`src/rtl/lsu_pkg.sv`:
```
// lsu_pkg: shared types and helpers for the miniRISC load/store unit.
//   - access size codes (byte/half/word/illegal)
//   - FSM state encoding
//   - byte-enable generation, store-lane replication and alignment check
//   - width of the bus wait counter
package lsu_pkg;

  localparam logic [1:0] SIZE_BYTE = 2'b00;
  localparam logic [1:0] SIZE_HALF = 2'b01;
  localparam logic [1:0] SIZE_WORD = 2'b10;
  localparam logic [1:0] SIZE_ILL  = 2'b11;

  localparam int TO_W = 8;

  typedef enum logic [1:0] {
    ST_IDLE   = 2'b00,
    ST_ACCESS = 2'b01,
    ST_RESP   = 2'b10
  } lsu_state_e;

  // Byte enables for an access of the given size at the given byte offset.
  // Loads use the same enables as a store of equal size.
  function automatic logic [3:0] be_gen(input logic [1:0] size, input logic [1:0] off);
    logic [3:0] be;
    case (size)
      SIZE_BYTE: be = 4'b0001 << off;
      SIZE_HALF: be = off[1] ? 4'b1100 : 4'b0011;
      SIZE_WORD: be = 4'b1111;
      default:   be = 4'b0000;
    endcase
    return be;
  endfunction

  // Store data replicated into every lane so the byte enables alone pick
  // the destination bytes.
  function automatic logic [31:0] wdata_gen(input logic [1:0] size, input logic [31:0] wdata);
    logic [31:0] w;
    case (size)
      SIZE_BYTE: w = {4{wdata[7:0]}};
      SIZE_HALF: w = {2{wdata[15:0]}};
      default:   w = wdata;
    endcase
    return w;
  endfunction

  // Illegal size is treated as misaligned at any address.
  function automatic logic is_misaligned(input logic [1:0] size, input logic [1:0] off);
    logic m;
    case (size)
      SIZE_BYTE: m = 1'b0;
      SIZE_HALF: m = off[0];
      SIZE_WORD: m = (off != 2'b00);
      default:   m = 1'b1;
    endcase
    return m;
  endfunction

endpackage

```
`src/rtl/load_align.sv`:
```
// load_align: combinational load-data aligner.
// Ports:
//   rdata    in  32  word returned by the data bus
//   byte_off in  2   byte offset of the load address
//   size     in  2   access size code (lsu_pkg SIZE_*)
//   sign_ext in  1   1 = sign-extend, 0 = zero-extend
//   result   out 32  right-justified, extended load value
module load_align
  import lsu_pkg::*;
(
  input  logic [31:0] rdata,
  input  logic [1:0]  byte_off,
  input  logic [1:0]  size,
  input  logic        sign_ext,
  output logic [31:0] result
);

  logic [31:0] lane;

  // Shift the addressed byte down to bit 0, then truncate and extend.
  always_comb begin
    lane   = rdata >> {byte_off, 3'b000};
    result = lane;
    case (size)
      SIZE_BYTE: result = {{24{sign_ext & lane[7]}}, lane[7:0]};
      SIZE_HALF: result = {{16{sign_ext & lane[15]}}, lane[15:0]};
      default:   result = lane;
    endcase
  end

endmodule

```
`src/rtl/load_store_unit.sv`:
```
// load_store_unit: memory stage of the miniRISC core. Runs one data-bus
// transaction per request using a req/ack handshake, aligns load data and
// holds the pipeline (req_ready low) while a transaction is outstanding.
// Ports:
//   clk, rst                clock, asynchronous active-high reset
//   req_valid/req_ready     request handshake from execute
//   req_load/size/signed    access type, size code, load extension
//   req_addr/req_wdata      byte address, right-justified store data
//   mem_req/we/be/addr/wdata  bus request, held until ack or timeout
//   mem_ack/mem_rdata       bus completion and read word
//   ld_data                 last successful load result
//   done/misalign/bus_err   one-cycle completion pulse and error flags
module load_store_unit
  import lsu_pkg::*;
#(
  parameter int unsigned TIMEOUT = 255
) (
  input  logic        clk,
  input  logic        rst,
  input  logic        req_valid,
  output logic        req_ready,
  input  logic        req_load,
  input  logic [1:0]  req_size,
  input  logic        req_signed,
  input  logic [31:0] req_addr,
  input  logic [31:0] req_wdata,
  output logic        mem_req,
  output logic        mem_we,
  output logic [3:0]  mem_be,
  output logic [31:0] mem_addr,
  output logic [31:0] mem_wdata,
  input  logic        mem_ack,
  input  logic [31:0] mem_rdata,
  output logic [31:0] ld_data,
  output logic        done,
  output logic        misalign,
  output logic        bus_err
);

  localparam logic [TO_W-1:0] TIMEOUT_C = TO_W'(TIMEOUT);

  lsu_state_e      state_q, state_d;
  logic [TO_W-1:0] cnt_q, cnt_d;
  logic [31:0]     addr_q, addr_d;
  logic [1:0]      size_q, size_d;
  logic            signed_q, signed_d;
  logic            we_q, we_d;
  logic [3:0]      be_q, be_d;
  logic [31:0]     wdata_q, wdata_d;
  logic            mis_q, mis_d;
  logic            berr_q, berr_d;
  logic [31:0]     ld_data_q, ld_data_d;
  logic [31:0]     aligned;

  load_align u_align (
    .rdata    (mem_rdata),
    .byte_off (addr_q[1:0]),
    .size     (size_q),
    .sign_ext (signed_q),
    .result   (aligned)
  );

  always_ff @(posedge clk or posedge rst) begin
    if (rst) begin
      state_q   <= ST_IDLE;
      cnt_q     <= '0;
      addr_q    <= '0;
      size_q    <= SIZE_BYTE;
      signed_q  <= 1'b0;
      we_q      <= 1'b0;
      be_q      <= 4'b0000;
      wdata_q   <= '0;
      mis_q     <= 1'b0;
      berr_q    <= 1'b0;
      ld_data_q <= '0;
    end else begin
      state_q   <= state_d;
      cnt_q     <= cnt_d;
      addr_q    <= addr_d;
      size_q    <= size_d;
      signed_q  <= signed_d;
      we_q      <= we_d;
      be_q      <= be_d;
      wdata_q   <= wdata_d;
      mis_q     <= mis_d;
      berr_q    <= berr_d;
      ld_data_q <= ld_data_d;
    end
  end

  // The request register is only written in IDLE, so the bus signals it
  // drives stay constant for the whole ACCESS state. An ack in the cycle
  // the counter reaches TIMEOUT is checked first and therefore wins.
  always_comb begin
    state_d   = state_q;
    cnt_d     = cnt_q;
    addr_d    = addr_q;
    size_d    = size_q;
    signed_d  = signed_q;
    we_d      = we_q;
    be_d      = be_q;
    wdata_d   = wdata_q;
    mis_d     = mis_q;
    berr_d    = berr_q;
    ld_data_d = ld_data_q;
    case (state_q)
      ST_IDLE: begin
        if (req_valid) begin
          addr_d   = req_addr;
          size_d   = req_size;
          signed_d = req_signed;
          we_d     = ~req_load;
          be_d     = be_gen(req_size, req_addr[1:0]);
          wdata_d  = wdata_gen(req_size, req_wdata);
          mis_d    = is_misaligned(req_size, req_addr[1:0]);
          berr_d   = 1'b0;
          cnt_d    = '0;
          state_d  = mis_d ? ST_RESP : ST_ACCESS;
        end
      end
      ST_ACCESS: begin
        if (mem_ack) begin
          state_d = ST_RESP;
          if (!we_q) begin
            ld_data_d = aligned;
          end
        end else if (cnt_q == TIMEOUT_C) begin
          berr_d  = 1'b1;
          state_d = ST_RESP;
        end else begin
          cnt_d = cnt_q + 1'b1;
        end
      end
      ST_RESP: begin
        state_d = ST_IDLE;
      end
      default: begin
        state_d = ST_IDLE;
      end
    endcase
  end

  assign req_ready = (state_q == ST_IDLE);
  assign mem_req   = (state_q == ST_ACCESS);
  assign mem_we    = we_q;
  assign mem_be    = be_q;
  assign mem_addr  = {addr_q[31:2], 2'b00};
  assign mem_wdata = wdata_q;
  assign ld_data   = ld_data_q;
  assign done      = (state_q == ST_RESP);
  assign misalign  = done & mis_q;
  assign bus_err   = done & berr_q;

endmodule

```
`config.mk`:
```
export PLATFORM = sky130hd
export DESIGN_NAME = load_store_unit
export DESIGN_NICKNAME = d
export VERILOG_FILES = /design/src/rtl/lsu_pkg.sv /design/src/rtl/load_align.sv /design/src/rtl/load_store_unit.sv
export SDC_FILE = /design/constraint.sdc
export NUM_CORES = 1
export LEC_CHECK = 0
export BUFFER_PORTS_ARGS = -buffer_cell sky130_fd_sc_hd__buf_2
export CORE_MARGIN = 10
export CORE_UTILIZATION = 35
export CTS_CLUSTER_SIZE = 25
export DETAILED_ROUTE_END_ITERATION = 12
export PLACE_DENSITY = 0.64
export SLEW_MARGIN = 20
export SYNTH_ARGS = -nofsm -noshare
export SYNTH_HDL_FRONTEND = slang
export SYNTH_HIERARCHICAL = 1
export SYNTH_SLANG_ARGS = --single-unit
export TNS_END_PERCENT = 1
```
`constraint.sdc`:
```
create_clock -name clk -period 3.8 [get_ports clk]
set_input_delay 0.76 -clock clk [delete_from_list [all_inputs] [get_ports clk]]
set_output_delay 0.76 -clock clk [all_outputs]
set_load 0.02 [all_outputs]
```
Word level (Yosys, flattened, before mapping)
Index checks and enable logic that the tools add are counted.
{ "totals": {"register_bits": 116, "elab_cells": 61} }
{ "op_classes": {"shift": 2, "n_mux": 20, "eq_ne": 11, "bitwise": 6, "reduce_logical": 10, "n_addsub": 1} }
{ "op_table": {"columns": ["op", "count"], "rows": [
  ["$pmux W32 S2", 2],
  ["$shr A32 B5 Y32", 1],
  ["$mux W8", 3],
  ["$pmux W8 S2", 1],
  ["$pmux W4 S3", 1],
  ["$add A8 B1 Y8 const B", 1],
  ["$eq A8 B8 Y1 const B", 1],
  ["$mux W2", 4],
  ["$reduce_and A4 Y1", 2],
  ["$eq A2 B1 Y1 const B", 3],
  ["$logic_not A2 Y1", 3],
  ["$ne A2 B2 Y1 const B", 3],
  ["$mux W1", 5],
  ["$and A1 B1 Y1", 4],
  ["$eq A2 B2 Y1 const B", 2],
  ["$mux W4", 1],
  ["$pmux W2 S2", 1],
  ["$reduce_and A2 Y1", 2],
  ["$reduce_bool A2 Y1", 2],
  ["$shl A1 B2 Y4 const A", 1],
  ["$ne A3 B1 Y1 const B", 1],
  ["$pmux W1 S3", 1],
  ["$reduce_and A3 Y1", 1],
  ["$ne A2 B1 Y1 const B", 1],
  ["2 further kinds", 3]
]} }

Logic depth before layout (Yosys ltp)
Gate-level depths: netlist of the first run.
{ "logic_depth": {"ltp_word": 7, "depth_mapped": 7, "mapped_depth_nobuf": 5} }

By module
Netlist of the first run, hierarchy kept.
{ "modules_own_cells": {"columns": ["module", "instances", "cells_per_inst", "area_per_inst_um2", "seq_area_each_um2"], "rows": [
  ["load_store_unit", 1, 506, 5107.4, 2902.8],
  ["load_align", 1, 106, 808.3, 0.0]
]} }

Worst setup path after synthesis of the first run
Ideal clock, no wire load.
{ "synth_timing": {"kind": "input -> register", "startpoint": "input req_valid", "endpoint": "register wdata_q[12], in the netlist mem_wdata[12]", "required_time_ns": 3.667, "arrival_ns": 1.838, "setup_ns": 0.133, "path_stages": 6, "slack_ns": 1.829, "cell_sequence": "or3b_2 -> clkbuf_1 -> clkbuf_1 -> clkbuf_1 -> nand2_1 -> o21ai_0"} }
{ "synth_via": {"elab_chain_cells": 1} }
{ "synth_lines": {"columns": ["element", "line", "rtl"], "rows": [
  ["from (decl)", "load_store_unit.sv:20", "input logic req_valid,"],
  ["$reduce_and A2 Y1 (no source line)", null, null],
  ["to (signal assigned)", "load_store_unit.sv:84", "wdata_q <= wdata_d;"],
  ["to (decl)", "load_store_unit.sv:49", "logic [31:0] wdata_q, wdata_d;"]
]} }
Every way passes these cells.
A chain may end at the register's enable or synchronous reset.

Worst setup path in the final report of the first run
{ "layout_timing": {"startpoint": "register state_q[0]", "endpoint": "output bus_err"} }
{ "layout_via": {"elab_chain_cells": 2} }
{ "layout_lines": {"columns": ["element", "line", "rtl"], "rows": [
  ["from (decl)", "load_store_unit.sv:42", "lsu_state_e state_q, state_d;"],
  ["from (signal assigned)", "load_store_unit.sv:77", "state_q <= state_d;"],
  ["$eq A2 B2 Y1", "load_store_unit.sv:150", "assign done = (state_q == ST_RESP);"],
  ["$and A1 B1 Y1", "load_store_unit.sv:152", "assign bus_err = done & berr_q;"],
  ["to (decl)", "load_store_unit.sv:37", "output logic bus_err"]
]} }
Every way passes these cells.

==> reports/qor.yml, run 1 <==
pre_cts_slack_ns: 1.43
multiInputGateArea_um2: 2550
start_kind: "flop"
grt_remaining_overflow: 0
wl_per_cell_um: 17.2
p_switching_mw: 2.33
drt-total-wl_um: 17300
clockRootBuffer: "clkbuf_16"
cts_setup_buffers: 0
cts_buffer_depth: 2
cp.required_ns: 3.04
power_frac_comb_pct: 39.0
crit_path_max_fanout: 12
holdPathEnd: "addr_q[3]$_DFFE_PP0P_"
p_clk_share_pct: 28.0
reg2reg_slack_ns: 1.53
detailed_place_hpwl_um: 12600
status: "complete, no violations"
async_flop_share_pct: 100
netlist_instances: 612
diodes: 0
cts_resized: 0
ys_seq_area_share_pct: 49.1
vias: 4826
worstSkewPairLatency_ns: 0.41
p_int_mw: 3.55
dieArea_um2: 22500
final.setup.tns_ns: 0
ys_types: 56
dieWidth_um: 150
clock-skew-final_ns: 0.00707
vdd_drop_max_mv: 0.346
firstDrtPassIters: 4
arrival_ns: 1.54
finalHoldViolCount: 0
crit_start: "state_q[0]$_DFFE_PP0P_"
core-area_um2: 16600
vias_per_cell: 4.80
drt_iter0_drc: 179
drv_cap: 0
grt_pass1_vias: 4938
switching_share_pct: 39.6
power_frac_seq_pct: 33.1
h-tree-depth: 4
regArea_um2: 2900
post-route-period-util_pct: 60.5
io_pins: 210
ant_nets: 0
port_buffers: 207
numCtsBuffers: 17
holdPathStages: 2
final_layout_size_suffix_gt1_share_pct: 38.0
hp-start: "addr_q[3]$_DFFE_PP0P_"
slew_headroom_pct: 44.0
rsz0062_at_grt: "no"
ys.flop_type: "dfrtp_1"
final_common_cell: "buf_2"
hold_path.class: "reg -> reg"
num_rows: 47
grt_max_degree: 117
whs_ns: 0.464
cts_tree: "yes"
crit_path_end_kind: "primary output"
grt_pass1_wl_um: 27300
cts_hold_buf: 0
critPathKind: "reg -> out"
layout_common_cells: "207 x buf_2, 168 x nand2_1, 116 x dfrtp_1, 40 x mux2i_1, 36 x o21ai_0"
clkTransAtPathRegs_ns: 0.05
r2r-end: "ld_data[20]$_DFFE_PP0P_"
min_period_ns: 2.30
r2r_cells: 5
clkSinkCount: 116
ys.warnings.count: 6
setup_viol: 0
place_congestion: 0.789
synth-edff-count: 0
grt_usage_pct: 15.4
maxSlewViolCount: 0
dieHeight_um: 150
syn-mean-instance-area_um2: 9.67
fill_cells: 1654
worst_pin_slew_ns: 0.837
syn-cell-area_um2: 5920
drc: 0
powerDensity_nw_per_um2: 788
timing.fmax_mhz: 435
syn2layout_area_growth_pct: 26.1
leakage_nw: 3.86
r2r_start: "addr_q[1]$_DFFE_PP0P_"
start_util_pct: 35.7
fin_ws_ns: 1.50
antenna_found_initial: 0
ys_ff_latch: 116
fin_nets: 878
final_util_pct: 45.0
## state kept, by name (all words and copies together) (netlist names)
| signal | count |
|---|---|
| mem_wdata | 32 |
| mis_q | 1 |
| berr_q | 1 |
| mem_be | 4 |
| addr_q | 32 |
| signed_q | 1 |
| cnt_q | 8 |
| mem_we | 1 |
| state_q | 2 |
| ld_data | 32 |
| size_q | 2 |
## logic make-up after synthesis
logic type	synth area share [%]
AOI/OAI and AO/OA	12.2
xor gates and xnor gates	0.148
adders and majority gates	0.211
buffers and inverters	7.87
DFF	49.1
muxes	13.5
other	0.0634
and+or+nand+nor	16.9
## metal layers
metal  global-route usage (%)  up-vias  wire, µm  share of wire, %
met1                     19.5     2256      7730                45
met5                        0        -         0                 0
met3                     8.30       11      1980                11
li1                         -     2363         -                 -
met4                     4.66        0       163              0.94
met2                     22.0      196      7440                43
## final cells by class
class                      instances  area share [%]
sequential                       116            38.9
multi-input combinational        422            34.2
timing repair buffer             213            14.8
clock inverter                    15            2.45
tap                              220            3.69
clock buffer                      17            5.70
inverter                           3           0.201
## stage by stage
step,power [mW],std cells,area (µm²)
floorplan,3.67,613,5920
global placement,4.26,974,6850
detailed placement,4.29,974,6850
CTS,5.97,1006,7460
global route,6.29,1006,7460
finish,5.88,1006,7460
## worst max-delay path, stage by stage (launching register included)
cell and delay, ns:
dfrtp_1 0.54, and2b_2 0.28, and2_1 0.16, buf_2 0.15
## power by group through the flow
stage / Sequential (mW) / Clock [mW] / Combinational [mW]
floorplan: 2.29 / 0 / 1.38
global placement: 1.95 / 0 / 2.31
detailed placement: 1.96 / 0 / 2.33
CTS: 1.95 / 1.69 / 2.33
global route: 2.01 / 1.77 / 2.51
finish: 1.94 / 1.64 / 2.29
## cells in the mapped netlist (2+ instances only)
cell / number / area, µm²
a211oi_1: 7 / 52.6
a21boi_0: 7 / 52.6
a21o_1: 2 / 15.0
a21oi_1: 29 / 145
and2_1: 4 / 25.0
and3_1: 4 / 25.0
buf_1: 4 / 15.0
buf_2: 9 / 45.0
buf_4: 32 / 240
buf_6: 7 / 78.8
clkbuf_1: 20 / 75.1
dfrtp_1: 116 / 2900
inv_1: 3 / 11.3
mux2_2: 32 / 360
mux2i_1: 40 / 400
nand2_1: 168 / 631
nand2b_1: 3 / 18.8
nand3_1: 3 / 15.0
nor2_1: 17 / 63.8
nor2_2: 2 / 12.5
nor2b_1: 9 / 56.3
nor3_1: 3 / 15.0
nor4_1: 2 / 12.5
o21ai_0: 36 / 180
o22ai_1: 8 / 50.1
o22ai_2: 2 / 25.0
o2bb2ai_1: 8 / 70.1
or2_1: 2 / 12.5
or2_2: 6 / 37.5
## worst max-delay path by stage
stage / cells after the start / slack, ns / to
detailed placement: 4 / 1.43 / mem_wdata[12]$_DFFE_PP0P_
finish: 3 / 1.50 / bus_err
global placement: 5 / 1.50 / ld_data[17]$_DFFE_PP0P_
global route: 3 / 1.40 / bus_err
CTS: 3 / 1.49 / bus_err
floorplan: 1 / 1.63 / addr_q[0]$_DFFE_PP0P_
Power figures use the tool's default switching activity.
==> run 2, diff against run 1 <==
--- a/config.mk
+++ b/config.mk
@@ -5,12 +5,13 @@
 export SDC_FILE = /design/constraint.sdc
 export NUM_CORES = 1
 export LEC_CHECK = 0
+export ABC_AREA = 1
 export BUFFER_PORTS_ARGS = -buffer_cell sky130_fd_sc_hd__buf_2
 export CORE_MARGIN = 10
 export CORE_UTILIZATION = 35
 export CTS_CLUSTER_SIZE = 25
 export DETAILED_ROUTE_END_ITERATION = 12
-export PLACE_DENSITY = 0.64
+export PLACE_DENSITY = 0.61
 export SLEW_MARGIN = 20
 export SYNTH_ARGS = -nofsm -noshare
 export SYNTH_HDL_FRONTEND = slang
==> constraint.sdc (replaced) <==
create_clock -name clk -period 2.4 [get_ports clk]
set_input_delay 0.48 -clock clk [delete_from_list [all_inputs] [get_ports clk]]
set_output_delay 0.48 -clock clk [all_outputs]
set_load 0.02 [all_outputs]
==> reports/qor.yml, run 2 <==
firstDrtPassIters: 4  # unchanged
cp.depth: 3  # unchanged
syn2layout_area_growth_pct: 26.2  # was 26.1%
syn-mean-instance-area_um2: 8.36  # was 9.67 µm²
yosysTopAreaCell: "dfrtp_1"  # unchanged
num_rows: 48  # was 47
worstSkewPairLatency_ns: 0.42  # was 0.41 ns
cts_buffer_depth: 2  # unchanged
worst_pin_slew_ns: 0.742  # was 0.837 ns
final_layout_size_suffix_gt1_share_pct: 32.9  # was 38.0%
rsz0062_at_grt: "no"  # unchanged
netlist_instances: 725  # was 612
powerDensity_nw_per_um2: 1380  # was 788 nW/µm²
grt_pass1_wl_um: 28700  # was 27,300 µm
crit_path_end_kind: "primary output"  # unchanged
maxSlewViolCount: 0  # unchanged
min_period_ns: 1.90
fill_cells: 1748  # was 1,654
crit_path_max_fanout: 4  # was 12
detailed_place_hpwl_um: 13800  # was 12,600 µm
p_total_mw: 10.5  # was 5.88 mW
r2r_start: "addr_q[1]$_DFFE_PP0P_"  # unchanged
reg2reg_slack_ns: 0.54  # was 1.53 ns
hold_path.class: "in -> async"  # was reg -> reg
place_inst: 1101  # was 974
async_flop_share_pct: 100  # unchanged
grt_pass1_vias: 5314  # was 4,938
clockRootBuffer: "clkbuf_16"  # unchanged
h-tree-depth: 4  # unchanged
dieHeight_um: 152  # was 150 µm
leakage_nw: 4.26  # was 3.86 nW
port_buffers: 207  # unchanged
io_pins: 210  # unchanged
cts_hold_buf: 0  # unchanged
start_kind: "flop"  # unchanged
drt_iter0_drc: 247  # was 179
cts_tree: "yes"  # unchanged
cp.required_ns: 1.92  # was 3.04 ns
synth-edff-count: 0  # unchanged
grt_remaining_overflow: 0  # unchanged
drc: 0  # unchanged
ys_seq_area_share_pct: 47.9  # was 49.1%
vdd_drop_max_mv: 0.583  # was 0.346 mV
layout_common_cells: "290 x nand2_1, 207 x buf_2, 116 x dfrtp_1, 50 x nand3_1, 38 x nor2_1"  # was 207 x buf_2, 168 x nand2_1, 116 x dfrtp_1, 40 x mux2i_1, 36 x o21ai_0
cts_setup_buffers: 0  # unchanged
synth_common_cells: "290 x nand2_1, 116 x dfrtp_1, 50 x nand3_1"  # was 168 x nand2_1, 116 x dfrtp_1, 40 x mux2i_1
final.setup.tns_ns: 0  # unchanged
place_congestion: 0.877  # was 0.789
ant_nets: 0  # unchanged
wl_per_cell_um: 16.3  # was 17.2 µm
drt-total-wl_um: 18500  # was 17,300 µm
clkSinkCount: 116  # unchanged
path_buf_inv: 2  # was 1
ys.warnings.count: 6  # unchanged
critPathKind: "reg -> out"  # unchanged
worstPathCellList: "inv_1 -> nor3_1 -> buf_2"  # was and2b_2 -> and2_1 -> buf_2
dieArea_um2: 23000  # was 22,500 µm²
numCtsBuffers: 17  # unchanged
setup_viol: 0  # unchanged
status: "complete, no violations"  # unchanged
fin_nets: 1000  # was 878
vias: 5273  # was 4,826
syn-cell-area_um2: 6060  # was 5920 µm²
r2r_cells: 6  # was 5
synth_most_common_cell: "nand2_1"  # unchanged
clkTransAtPathRegs_ns: 0.06  # was 0.05 ns
start_util_pct: 35.4  # was 35.7%
cts_resized: 0  # unchanged
cp_slowest_cell: "dfrtp_1"  # unchanged
critical_path.top_delay_family: "flip-flops"  # unchanged
diodes: 0  # unchanged
vias_per_cell: 4.65  # was 4.80
ys.flop_type: "dfrtp_1"  # unchanged
dieWidth_um: 152  # was 150 µm
grt_usage_pct: 16.0  # was 15.4%
final_common_cell: "nand2_1"  # was buf_2
synthTopCellsByArea: "dfrtp_1 48%, nand2_1 18%, mux2_4 7.4%"  # was dfrtp_1 49%, nand2_1 11%, mux2i_1 6.8%
antenna_found_initial: 4  # was 0
drv_cap: 0  # unchanged
instances_no_fill: 1133  # was 1,006
post-route-period-util_pct: 79.1
r2r-end: "ld_data[25]$_DFFE_PP0P_"  # was ld_data[20]$_DFFE_PP0P_
grt_max_degree: 71  # was 117
synth_largest_type_area_fraction_pct: 47.9  # was 49.1%
finalHoldViolCount: 0  # unchanged
crit_path_max_incr_delay_ns: 0.49  # was 0.54 ns
core-area_um2: 17100  # was 16,600 µm²
timing.fmax_mhz: 527
ys_types: 34  # was 56
ys_ff_latch: 116  # unchanged
arrival_ns: 1.42  # was 1.54 ns
clock-skew-final_ns: 0.0104  # was 0.00707 ns
slew_headroom_pct: 50.6  # was 44.0%
==> run 2: cell types whose count changed after synthesis, moves of 17 or more <==
cell	before	now
o21ai_1	1	19
nand3_1	3	50
inv_1	3	25
mux2i_1	40	0
nand2_1	168	290
mux2_4	1	30
mux2_2	32	0
o21ai_0	36	19
nor2_1	17	38
==> run 2: through the flow <==
step                hold WS [ns]  instance area [µm²]  setup WS, ns  utilization, %
floorplan                  0.446                 6070         0.507               -
global placement           0.458                 7030         0.535            41.1
detailed placement         0.460                 7030         0.503            41.1
CTS                        0.137                 7650         0.479            44.7
global route               0.155                 7650         0.396            44.7
finish                     0.122                 7650         0.502            44.7
==> run 2: cell type report <==
type | instances | area (µm²) | area share [%]
timing repair buffer | 220 | 1160 | 15.1
tap | 225 | 282 | 3.68
multi-input combinational | 510 | 2570 | 33.6
clock buffer | 17 | 425 | 5.56
clock inverter | 15 | 193 | 2.52
sequential | 116 | 2900 | 37.9
inverter | 30 | 116 | 1.52
==> run 2: worst max path at each step <==
| stage | slack (ns) | end | from |
|---|---|---|---|
| 2_1_floorplan | 0.51 | addr_q[0]$_DFFE_PP0P_ | rst |
| 3_3_place_gp | 0.54 | mem_be[2]$_DFFE_PP0P_ | req_size[1] |
| 3_5_place_dp | 0.50 | mem_be[2]$_DFFE_PP0P_ | req_size[1] |
| 4_1_cts | 0.48 | misalign | state_q[1]$_DFFE_PP0P_ |
| 5_1_grt | 0.40 | misalign | state_q[1]$_DFFE_PP0P_ |
| 6_report | 0.50 | misalign | state_q[1]$_DFFE_PP0P_ |
==> run 2: logic make-up after synthesis <==
group / count (synthesis) / share of synthesized area [%]
adder cells (fa/ha/maj): 1 / 0.206
AND/OR/NAND/NOR: 395 / 26.9
flip-flops: 116 / 47.9
buffers and inverters: 100 / 9.70
multiplexers: 32 / 7.81
other: 1 / 0.0619
AO/OA/AOI/OAI: 80 / 7.43
==> run 2: power breakdown <==
| part | internal, mW | switching (mW) | leakage, nW | total [mW] |
|---|---|---|---|---|
| Combinational | 1.62 | 2.91 | 2.52 | 4.53 |
| Sequential | 2.78 | 0.525 | 1.45 | 3.31 |
| Clock | 1.66 | 1.02 | 0.301 | 2.68 |
==> run 2: metal layers <==
metal / track usage (%) / share of wire (%) / up-vias
met3: 7.93 / 12 / 17
met5: 0 / 0.11 / -
met2: 23.1 / 43 / 204
li1: - / - / 2645
met1: 20.7 / 44 / 2403
met4: 4.39 / 1.1 / 4
==> run 2: worst reg2reg max path: stages, from the launching register on <==
cell	delay, ns
dfrtp_1	0.60
inv_2	0.23
nand3_1	0.14
nand2_1	0.08
nand3_2	0.24
nand3_1	0.17
mux2_4	0.30
==> run 3, diff against run 2 <==
==> constraint.sdc (replaced) <==
create_clock -name clk -period 1.8 [get_ports clk]
set_input_delay 0.36 -clock clk [delete_from_list [all_inputs] [get_ports clk]]
set_output_delay 0.36 -clock clk [all_outputs]
set_load 0.02 [all_outputs]
==> reports/qor.yml, run 3 (synthesis results as in run 2) <==
start_kind: "flop"  # unchanged
critical_path.top_delay_family: "flip-flops"  # unchanged
core-area_um2: 17100  # unchanged
grt_usage_pct: 16.3  # was 16.0%
vias: 5381  # was 5,273
place_inst: 1107  # was 1,101
numCtsBuffers: 17  # unchanged
path_buf_inv: 2  # unchanged
cts_tree: "yes"  # unchanged
place_congestion: 0.879  # was 0.877
crit_path_end_kind: "primary output"  # unchanged
dieArea_um2: 23000  # unchanged
p_total_mw: 13.8  # was 10.5 mW
powerDensity_nw_per_um2: 1790  # was 1380 nW/µm²
drt-total-wl_um: 18800  # was 18,500 µm
clkSinkCount: 116  # unchanged
maxSlewViolCount: 0  # unchanged
regArea_um2: 2900  # about the same
fill_cells: 1754  # was 1,748
min_period_ns: 1.71
worst_pin_slew_ns: 0.500  # was 0.742 ns
globalRouteMet2Util_pct: 24.3  # was 23.1%
fin_ws_ns: 0.0937  # was 0.502 ns
clockRootBuffer: "clkbuf_16"  # unchanged
worstPathCellList: "inv_2 -> nor2_8 -> buf_2"  # was inv_1 -> nor3_1 -> buf_2
grt_remaining_overflow: 0  # unchanged
clock-skew-final_ns: 0.00777  # was 0.0104 ns
cp_slowest_cell: "dfrtp_1"  # unchanged
met3_usage_pct: 8.46  # was 7.93%
drt_iter0_drc: 289  # was 247
num_rows: 48  # unchanged
clkTransAtPathRegs_ns: 0.06  # about the same
grt_max_degree: 56  # was 71
detailed_place_hpwl_um: 14000  # was 13,800 µm
timing.fmax_mhz: 586
firstDrtPassIters: 5  # was 4
worstSkewPairLatency_ns: 0.41  # was 0.42 ns
dieWidth_um: 152  # unchanged
drv_cap: 0  # unchanged
rsz0062_at_grt: "no"  # unchanged
finalHoldViolCount: 0  # unchanged
status: "complete, no violations"  # unchanged
cts_setup_buffers: 0  # unchanged
drc: 0  # unchanged
cp.required_ns: 1.44  # was 1.92 ns
pre_cts_slack_ns: 0.174  # was 0.503 ns
final_common_cell: "nand2_1"  # unchanged
arrival_ns: 1.35  # was 1.42 ns
cts_buffer_depth: 2  # unchanged
post-route-period-util_pct: 94.8
crit_path_max_incr_delay_ns: 0.44  # was 0.49 ns
hold_path.class: "in -> reg"  # was in -> async
dieHeight_um: 152  # unchanged
io_pins: 210  # unchanged
vias_per_cell: 4.71  # was 4.65
start_util_pct: 35.4  # unchanged
port_buffers: 207  # unchanged
antenna_found_initial: 5  # was 4
grt_pass1_vias: 5347  # was 5,314
ant_nets: 0  # unchanged
crit_path_max_fanout: 10  # was 4
instances_no_fill: 1142  # was 1,133
grt_busiest_layer: "met2"  # unchanged
syn2layout_area_growth_pct: 27.1  # was 26.2%
slew_headroom_pct: 66.7  # was 50.6%
multiInputGateArea_um2: 2570  # unchanged
vdd_drop_max_mv: 0.831  # was 0.583 mV
final_util_pct: 45.0  # was 44.7%
h-tree-depth: 4  # unchanged
final.setup.tns_ns: 0  # unchanged
leakage_nw: 4.28  # was 4.26 nW
fin_nets: 1007  # was 1,000
setup_viol: 0  # unchanged
critPathKind: "reg -> out"  # unchanged
layout_common_cells: "290 x nand2_1, 207 x buf_2, 115 x dfrtp_1, 50 x nand3_1, 38 x nor2_1"  # was 290 x nand2_1, 207 x buf_2, 116 x dfrtp_1, 50 x nand3_1, 38 x nor2_1
use_met1_pct: 20.2  # was 20.7%
final_layout_size_suffix_gt1_share_pct: 33.4  # was 32.9%
wl_per_cell_um: 16.4  # was 16.3 µm
grt_pass1_wl_um: 29200  # was 28,700 µm
==> run 3: per-stage QoR <==
step,area [µm²],hold slack [ns]
floorplan,6070,0.446
global placement,7110,0.387
detailed placement,7110,0.385
CTS,7690,0.114
global route,7700,0.118
finish,7700,0.126
==> run 3: timing repair <==
item	in CTS	in global routing
hold buffers	1	0
hold endpoints to repair	10	0
resized for setup	0	1
setup endpoints to repair	0	1
==> run 3: final cells by class <==
class	instances	area share, %
clock buffers	17	5.52
flip-flops and latches	116	37.7
clock inverters	15	1.88
well taps	225	3.66
multi-input cells	510	33.4
diodes	2	0.0650
repair buffers	227	16.2
inverters	30	1.51
==> run 3: power breakdown <==
group	switching (mW)	total, mW	internal, mW
Clock	1.34	3.27	1.93
Sequential	0.682	4.40	3.71
Combinational	3.89	6.11	2.22
==> run 3: path summary, 6_finish.rpt <==
path / end / slack (ns) / start / cells past startpoint
max in group asynchronous: state_q[1]$_DFFE_PP0P_ / 0.73 / rst / 4
min reg2reg: addr_q[16]$_DFFE_PP0P_ / 0.47 / addr_q[16]$_DFFE_PP0P_ / 2
max reg2reg: ld_data[16]$_DFFE_PP0P_ / 0.15 / addr_q[1]$_DFFE_PP0P_ / 6
min in group asynchronous: ld_data[18]$_DFFE_PP0P_ / 0.50 / rst / 3
max: mem_req / 0.09 / state_q[0]$_DFFE_PP0P_ / 3
min: addr_q[13]$_DFFE_PP0P_ / 0.13 / req_addr[13] / 3
==> run 3: tightest hold or removal path: cells and delay by family <==
family | cells | cell delay (ns)
buffers and inverters | 1 | 0.07
AND/OR/NAND/NOR | 2 | 0.08
==> run 3: metal layers <==
| metal | share of wire [%] | up-vias | wire length (µm) |
|---|---|---|---|
| li1 | - | 2666 | - |
| met1 | 41 | 2466 | 7780 |
| met2 | 45 | 224 | 8360 |
| met3 | 13 | 19 | 2380 |
| met4 | 1.1 | 6 | 212 |
| met5 | 0.15 | - | 28 |
